[config.mk]
export PLATFORM = sky130hd
export DESIGN_NAME = f_pc_fd_reg
export DESIGN_NICKNAME = d
export VERILOG_FILES = /design/src/rtl/f_pc_fd_reg_pkg.sv /design/src/rtl/f_pc_fd_reg_adel_check.sv /design/src/rtl/f_pc_fd_reg.sv
export SDC_FILE = /design/constraint.sdc
export NUM_CORES = 1
export LEC_CHECK = 0
export CAP_MARGIN = 20
export CORE_ASPECT_RATIO = 0.9
export CORE_UTILIZATION = 35
export DETAILED_ROUTE_END_ITERATION = 10
export GPL_ROUTABILITY_DRIVEN = 0
export GPL_TIMING_DRIVEN = 0
export PLACE_DENSITY = 0.77
export SETUP_SLACK_MARGIN = 0.1
export SKIP_LAST_GASP = 1
export SLEW_MARGIN = 5
export SYNTH_ARGS = -nofsm -noshare
export SYNTH_HDL_FRONTEND = slang
export SYNTH_SLANG_ARGS = --single-unit
[constraint.sdc]
create_clock -name clk -period 2.5 [get_ports clk]
set_input_delay 0.375 -clock clk [delete_from_list [all_inputs] [get_ports clk]]
set_output_delay 0.375 -clock clk [all_outputs]
set_load 0.1 [all_outputs]
[src/rtl/f_pc_fd_reg_pkg.sv]
// Shared constants for the fetch PC / F-D pipeline register: exception codes
// and default reset, handler and instruction-memory window addresses.
package f_pc_fd_reg_pkg;

  localparam logic [4:0]  EXC_NONE = 5'd0;
  localparam logic [4:0]  EXC_ADEL = 5'd4;

  localparam logic [31:0] RESET_PC_DEF   = 32'h0000_3000;
  localparam logic [31:0] HANDLER_PC_DEF = 32'h0000_4180;
  localparam logic [31:0] IMEM_BASE_DEF  = 32'h0000_3000;
  localparam logic [31:0] IMEM_TOP_DEF   = 32'h0000_6FFC;

endpackage

[src/rtl/f_pc_fd_reg_adel_check.sv]
// f_adel_check: combinational fetch-address checker. Flags a misaligned word
// address or one outside the instruction memory window (unsigned compare).
module f_adel_check
  import f_pc_fd_reg_pkg::*;
#(
  parameter logic [31:0] IMEM_BASE = IMEM_BASE_DEF,
  parameter logic [31:0] IMEM_TOP  = IMEM_TOP_DEF
) (
  input  logic [31:0] i_pc,
  output logic        o_adel
);

  // Alignment and range test on the current fetch address
  always_comb begin
    o_adel = 1'b0;
    if ((i_pc[1:0] != 2'b00) || (i_pc < IMEM_BASE) || (i_pc > IMEM_TOP)) begin
      o_adel = 1'b1;
    end else begin
      o_adel = 1'b0;
    end
  end

endmodule

[src/rtl/f_pc_fd_reg.sv]
// f_pc_fd_reg: fetch PC register and F/D pipeline register with stall,
// exception flush and eret flush. FETCH_ADEL_EN enables fetch AdEL detection.
module f_pc_fd_reg
  import f_pc_fd_reg_pkg::*;
#(
  parameter logic [31:0] RESET_PC   = RESET_PC_DEF,
  parameter logic [31:0] HANDLER_PC = HANDLER_PC_DEF
`ifdef FETCH_ADEL_EN
  ,
  parameter logic [31:0] IMEM_BASE  = IMEM_BASE_DEF,
  parameter logic [31:0] IMEM_TOP   = IMEM_TOP_DEF
`endif
) (
  input  logic        clk,
  input  logic        rst_n,
  input  logic [31:0] next_PC,
  input  logic        stall,
  input  logic        req,
  input  logic        D_eret,
  input  logic        D_is_jump,
  input  logic [31:0] F_Instr_in,
  output logic [31:0] F_PC,
  output logic [31:0] D_PC,
  output logic [31:0] D_Instr,
  output logic [4:0]  D_ExcCode,
  output logic        D_BD
);

  logic [31:0] r_f_pc;
  logic [31:0] r_d_pc;
  logic [31:0] r_d_instr;
  logic [4:0]  r_d_exc;
  logic        r_d_bd;

  logic [31:0] w_instr;
  logic [4:0]  w_exc_code;

`ifdef FETCH_ADEL_EN
  logic w_adel;

  f_adel_check #(
    .IMEM_BASE (IMEM_BASE),
    .IMEM_TOP  (IMEM_TOP)
  ) u_adel_check (
    .i_pc   (r_f_pc),
    .o_adel (w_adel)
  );

  // A faulting fetch enters D as a zero word tagged with AdEL
  always_comb begin
    w_instr    = F_Instr_in;
    w_exc_code = EXC_NONE;
    if (w_adel) begin
      w_instr    = 32'h0000_0000;
      w_exc_code = EXC_ADEL;
    end else begin
      w_instr    = F_Instr_in;
      w_exc_code = EXC_NONE;
    end
  end
`else
  assign w_instr    = F_Instr_in;
  assign w_exc_code = EXC_NONE;
`endif

  // PC and F/D state; req outranks stall so a taken exception is never lost
  always_ff @(posedge clk or negedge rst_n) begin
    if (!rst_n) begin
      r_f_pc    <= RESET_PC;
      r_d_pc    <= RESET_PC;
      r_d_instr <= 32'h0000_0000;
      r_d_exc   <= EXC_NONE;
      r_d_bd    <= 1'b0;
    end else if (req) begin
      r_f_pc    <= next_PC;
      r_d_pc    <= HANDLER_PC;
      r_d_instr <= 32'h0000_0000;
      r_d_exc   <= EXC_NONE;
      r_d_bd    <= 1'b0;
    end else if (stall) begin
      r_f_pc    <= r_f_pc;
      r_d_pc    <= r_d_pc;
      r_d_instr <= r_d_instr;
      r_d_exc   <= r_d_exc;
      r_d_bd    <= r_d_bd;
    end else if (D_eret) begin
      // The eret delay slot is squashed but keeps its PC for tracing
      r_f_pc    <= next_PC;
      r_d_pc    <= r_f_pc;
      r_d_instr <= 32'h0000_0000;
      r_d_exc   <= EXC_NONE;
      r_d_bd    <= 1'b0;
    end else begin
      r_f_pc    <= next_PC;
      r_d_pc    <= r_f_pc;
      r_d_instr <= w_instr;
      r_d_exc   <= w_exc_code;
      r_d_bd    <= D_is_jump;
    end
  end

  assign F_PC      = r_f_pc;
  assign D_PC      = r_d_pc;
  assign D_Instr   = r_d_instr;
  assign D_ExcCode = r_d_exc;
  assign D_BD      = r_d_bd;

endmodule

After elaboration in Yosys (flattened, before gate mapping)
Index checks and enable logic that the tools add are counted.
{"block": "classes", "n_div": 0, "n_bitwise": 0, "addsub": 0, "muxes": 12, "shifts": 0, "n_reduce_logical": 0, "mul": 0, "n_lt_le_gt_ge": 0, "eq_ne": 1}
{"operator": "$mux W32", "n": 7}
{"operator": "$mux W5", "n": 2}
{"operator": "$mux W1", "n": 3}
{"operator": "$ne A2 B1 Y1 const B", "n": 1}
{"block": "word_totals", "input_bits": 70, "mem_bits_rw": 0, "ff_bits": 102, "word_cells": 18, "latch_bits": 0, "out_inout_bits": 102, "memories": 0, "mem_bits_ro": 0}

Longest topological paths before layout
{"block": "logic_depth", "word_depth": 3, "ltp_mapped": 5, "mapped_depth_nobuf": 2}

Worst setup path before layout
Ideal clock, no wire load.
{"block": "synth_timing", "path_type": "register to register", "start": "reg r_f_pc[14], in the netlist F_PC[14]", "end": "reg r_d_pc[14], in the netlist D_PC[14]", "slack_ps": 1125, "required_ps": 2375, "synth_period_minus_slack_ps": 1375, "stages_incl_launch_ff": 3, "n_path_buf": 0, "arrival_ps": 1251, "setup_ps": 125, "path_cell_list": "dfrtp_1 > nor2b_1 > a211o_1"}
{"block": "synth_via", "elab_chain_cells": 2}
{"element": "from (decl)", "line_no": "f_pc_fd_reg.sv:29", "source": "logic [31:0] r_f_pc;"}
{"element": "from (signal assigned)", "line_no": "f_pc_fd_reg.sv:75", "source": "r_f_pc <= next_PC;"}
{"element": "from (signal assigned)", "line_no": "f_pc_fd_reg.sv:81", "source": "r_f_pc <= r_f_pc;"}
{"element": "from (signal assigned)", "line_no": "f_pc_fd_reg.sv:88", "source": "r_f_pc <= next_PC;"}
{"element": "$mux W32", "line_no": "f_pc_fd_reg.sv:80", "source": "end else if (stall) begin"}
{"element": "$mux W32", "line_no": "f_pc_fd_reg.sv:74", "source": "end else if (req) begin"}
{"element": "to (signal assigned)", "line_no": "f_pc_fd_reg.sv:82", "source": "r_d_pc <= r_d_pc;"}
{"element": "to (signal assigned)", "line_no": "f_pc_fd_reg.sv:89", "source": "r_d_pc <= r_f_pc;"}
{"element": "to (signal assigned)", "line_no": "f_pc_fd_reg.sv:95", "source": "r_d_pc <= r_f_pc;"}
{"element": "to (decl)", "line_no": "f_pc_fd_reg.sv:30", "source": "logic [31:0] r_d_pc;"}
No other way between the ends. The select of a mux whose other input is x is not followed.
A chain may end at the register's enable or synchronous reset.

Worst setup path after layout
{"block": "layout_timing", "start": "reg r_f_pc[22], in the netlist F_PC[22]", "end": "out F_PC[22]"}
{"element": "to (decl)", "line_no": "f_pc_fd_reg.sv:22", "source": "output logic [31:0] F_PC,"}
No word-level cell between the ends.

==> impl_metrics.json <==
{
  "num_io_pins": 172,
  "grt_pass1_vias": 2959,
  "period_share": 0.9021,
  "reg2reg_slack_ns": 1.57,
  "cts.hold.buffers_added": 0,
  "start_util": 0.3666,
  "antenna_cells": 0,
  "yosysUniqueCellTypes": 18,
  "drive_gt1_frac": 0.1701,
  "synth_area_mm2": 0.003821,
  "critPathKind": "flop to primary output",
  "critical-path-slowest-cell": "clkdlybuf4s50_1",
  "crit_path_cell_trace": "clkdlybuf4s50_1",
  "place_inst": 554,
  "synth_cells": 256,
  "io_buffers": 164,
  "die_h_um": 101.1,
  "clk_latency_ns": 0.33,
  "root_buffer": "clkbuf_16",
  "die-area_mm2": 0.01134,
  "slew_violations": 0,
  "ys_seq_area_frac": 0.6365,
  "dpl_cell_area_mm2": 0.005664,
  "cts_made_buffers": 9,
  "finalSetupViolCount": 0,
  "hold_viol": 0,
  "relSlewSlack": 0.3182,
  "die_x_um": 112.1,
  "critical_path_arrival_ns": 1.88,
  "ys_seq_elements": 97,
  "yosysWarnings": 0,
  "ir_drop_v": 0.0003833,
  "final_nets": 506,
  "hp-class": "input port to async pin",
  "drt-total-wl_mm": 9.578,
  "clk_path_buf_depth": 2,
  "setup_tns_ns": 0,
  "clk_pin_slew_ns": 0.07,
  "crit_required_ns": 2.12,
  "r2r_cells": 2,
  "cts_setup_buffers": 0,
  "wl_per_cell_um": 16.80,
  "status": "finished, violations left",
  "rows": 35,
  "critPathBufInv": 1,
  "grt_max_degree": 54,
  "p_per_area_mw_per_mm2": 747.4,
  "routed_via_density": 4.900,
  "fmax_ghz": 0.4434,
  "r2r_end": "D_PC[7]$_DFFE_PN0P_",
  "fillers": 862,
  "crit_path_start_kind": "flop",
  "fin_skew_ns": 0.003777,
  "leakage_nw": 2.671,
  "r2r_start": "F_PC[7]$_DFFE_PN0P_",
  "rsz0062_at_grt": "false",
  "period_needed_ns": 2.255,
  "violations": "design-rule violations",
  "fin_ws_ns": 0.2448,
  "fin_cells": 570,
  "cts_tree": "done",
  "synth.avg_cell_area_um2": 14.93,
  "worst_pin_slew_ns": 1.020,
  "htree_num_levels": 3,
  "synthToLayoutAreaGrowth_pct": 56.16,
  "cts.sink_count": 97,
  "endpoint_kind": "primary output",
  "dp_hpwl_mm": 7.160,
  "crit_family": "buffers and inverters",
  "drcViolationCount": 8,
  "drt_pass1_iterations": 10,
  "stdcell_area_mm2": 0.005967,
  "grt_overflow_total": 0,
  "finish.utilization": 0.5725,
  "cpPeakStageDelay_ns": 1.16,
  "ant_nets": 0,
  "coreArea_mm2": 0.01042,
  "vias": 2793,
  "drv_cap": 0,
  "dr.first_iter.drc_count": 147,
  "antenna_found_initial": 0,
  "cp_max_fo": 3,
  "track_usage": 0.1775,
  "place_ws_ns": 0.4733,
  "grt_pass1_wl_mm": 15.44
}
==> metrics by stage <==
step / hold WS (ns) / power (mW)
4_1_cts: 0.06282 / 4.511
6_report: 0.03574 / 4.460
3_5_place_dp: 0.4248 / 3.137
5_1_grt: 0.07562 / 4.626
2_1_floorplan: 0.07941 / 2.723
3_3_place_gp: 0.4720 / 3.113
==> final cells by class <==
class / instances / area [um2] / area share
sequential: 97 / 2432 / 0.4076
timing repair buffer: 165 / 1673 / 0.2804
multi-input combinational: 136 / 1237 / 0.2074
clock buffer: 10 / 229.0 / 0.03837
buffer: 26 / 162.7 / 0.02726
tap: 129 / 161.4 / 0.02705
clock inverter: 6 / 67.56 / 0.01132
inverter: 1 / 3.754 / 0.0006291
==> worst register-to-register path, cell delays in order (launching register included) <==
cell and delay [ns]:
dfrtp_1 0.41, nor2b_1 0.14, a211o_1 0.26
==> layout by cell type, fill, tap and decap left out, drive strengths merged <==
| cell type | count |
|---|---|
| clkinvlp | 2 |
| clkinv | 2 |
| mux2 | 32 |
| dlymetal6s2s | 3 |
| buf | 26 |
| inv | 2 |
| clkdlybuf4s50 | 159 |
| clkbuf | 12 |
| dfstp | 4 |
| dfrtp | 93 |
| a211o | 3 |
| mux2i | 29 |
| nor2b | 4 |
| a32o | 33 |
| dlygate4sd2 | 1 |
| bufinv | 1 |
| nor2 | 30 |
| conb | 5 |
==> cells in the mapped netlist <==
| cell | number | share of area |
|---|---|---|
| buf_2 | 10 | 0.013 |
| clkbuf_1 | 2 | 0.0020 |
| conb_1 | 1 | 0.00098 |
| buf_4 | 6 | 0.012 |
| inv_1 | 1 | 0.00098 |
| nor2b_4 | 1 | 0.0036 |
| dfstp_2 | 4 | 0.028 |
| dfrtp_1 | 93 | 0.61 |
| buf_1 | 4 | 0.0039 |
| nor2b_1 | 3 | 0.0049 |
| buf_6 | 4 | 0.012 |
| a211o_1 | 3 | 0.0069 |
| nor2_1 | 29 | 0.028 |
| mux2_2 | 15 | 0.044 |
| nor2_2 | 1 | 0.0016 |
| mux2i_1 | 29 | 0.076 |
| mux2_4 | 17 | 0.067 |
| a32o_1 | 33 | 0.086 |
==> cells by family (layout without fill, tap and decap cells) <==
kind of cell	count (synthesis)	count (layout)	synth area share
flip-flops	97	97	0.6365
multiplexers	61	61	0.1870
AO/OA/AOI/OAI	36	36	0.09332
AND/OR/NAND/NOR	34	34	0.03864
buffers and inverters	27	208	0.04355
other	1	5	0.0009814
==> flip-flops by register name, summed over array words and instances (netlist names) <==
| signal | cells |
|---|---|
| D_BD | 1 |
| D_Instr | 32 |
| D_PC | 32 |
| F_PC | 32 |
==> report_power, final <==
group | switching, mW | internal, mW
logic | 0.977 | 0.382
registers | 0.0675 | 1.67
clock network | 0.582 | 0.780
total | 1.63 | 2.83
==> repair_timing <==
item,4_1_cts,5_1_grt
setup endpoints to repair,1,3
hold endpoints to repair,0,0
pin swaps,0,0
resized for setup,1,3
gates cloned,0,0
==> worst max path at each step <==
| stage | startpoint | end | slack [ns] | cells past startpoint |
|---|---|---|---|---|
| after floorplan | F_PC[14]$_DFFE_PN0P_ | D_PC[14]$_DFFE_PN0P_ | 1.12 | 2 |
| after global placement | rst_n | D_Instr[24]$_DFFE_PN0P_ | -2.43 | 1 |
| after detailed placement | F_PC[13]$_DFFE_PN1P_ | F_PC[13] | 0.47 | 1 |
| after CTS | F_PC[13]$_DFFE_PN1P_ | F_PC[13] | 0.10 | 1 |
| after global routing | F_PC[8]$_DFFE_PN0P_ | F_PC[8] | 0.16 | 1 |
| final | F_PC[22]$_DFFE_PN0P_ | F_PC[22] | 0.24 | 1 |
==> metal layers <==
metal	vias up	share of wire	GRT usage	routed length, um
li1	1278	-	-	-
met1	1407	0.43	0.2206	4073
met2	100	0.49	0.2895	4731
met3	8	0.071	0.07456	680
met4	0	0.0097	0.04308	93
met5	-	0	0	0
Power figures use the tool's default switching activity.
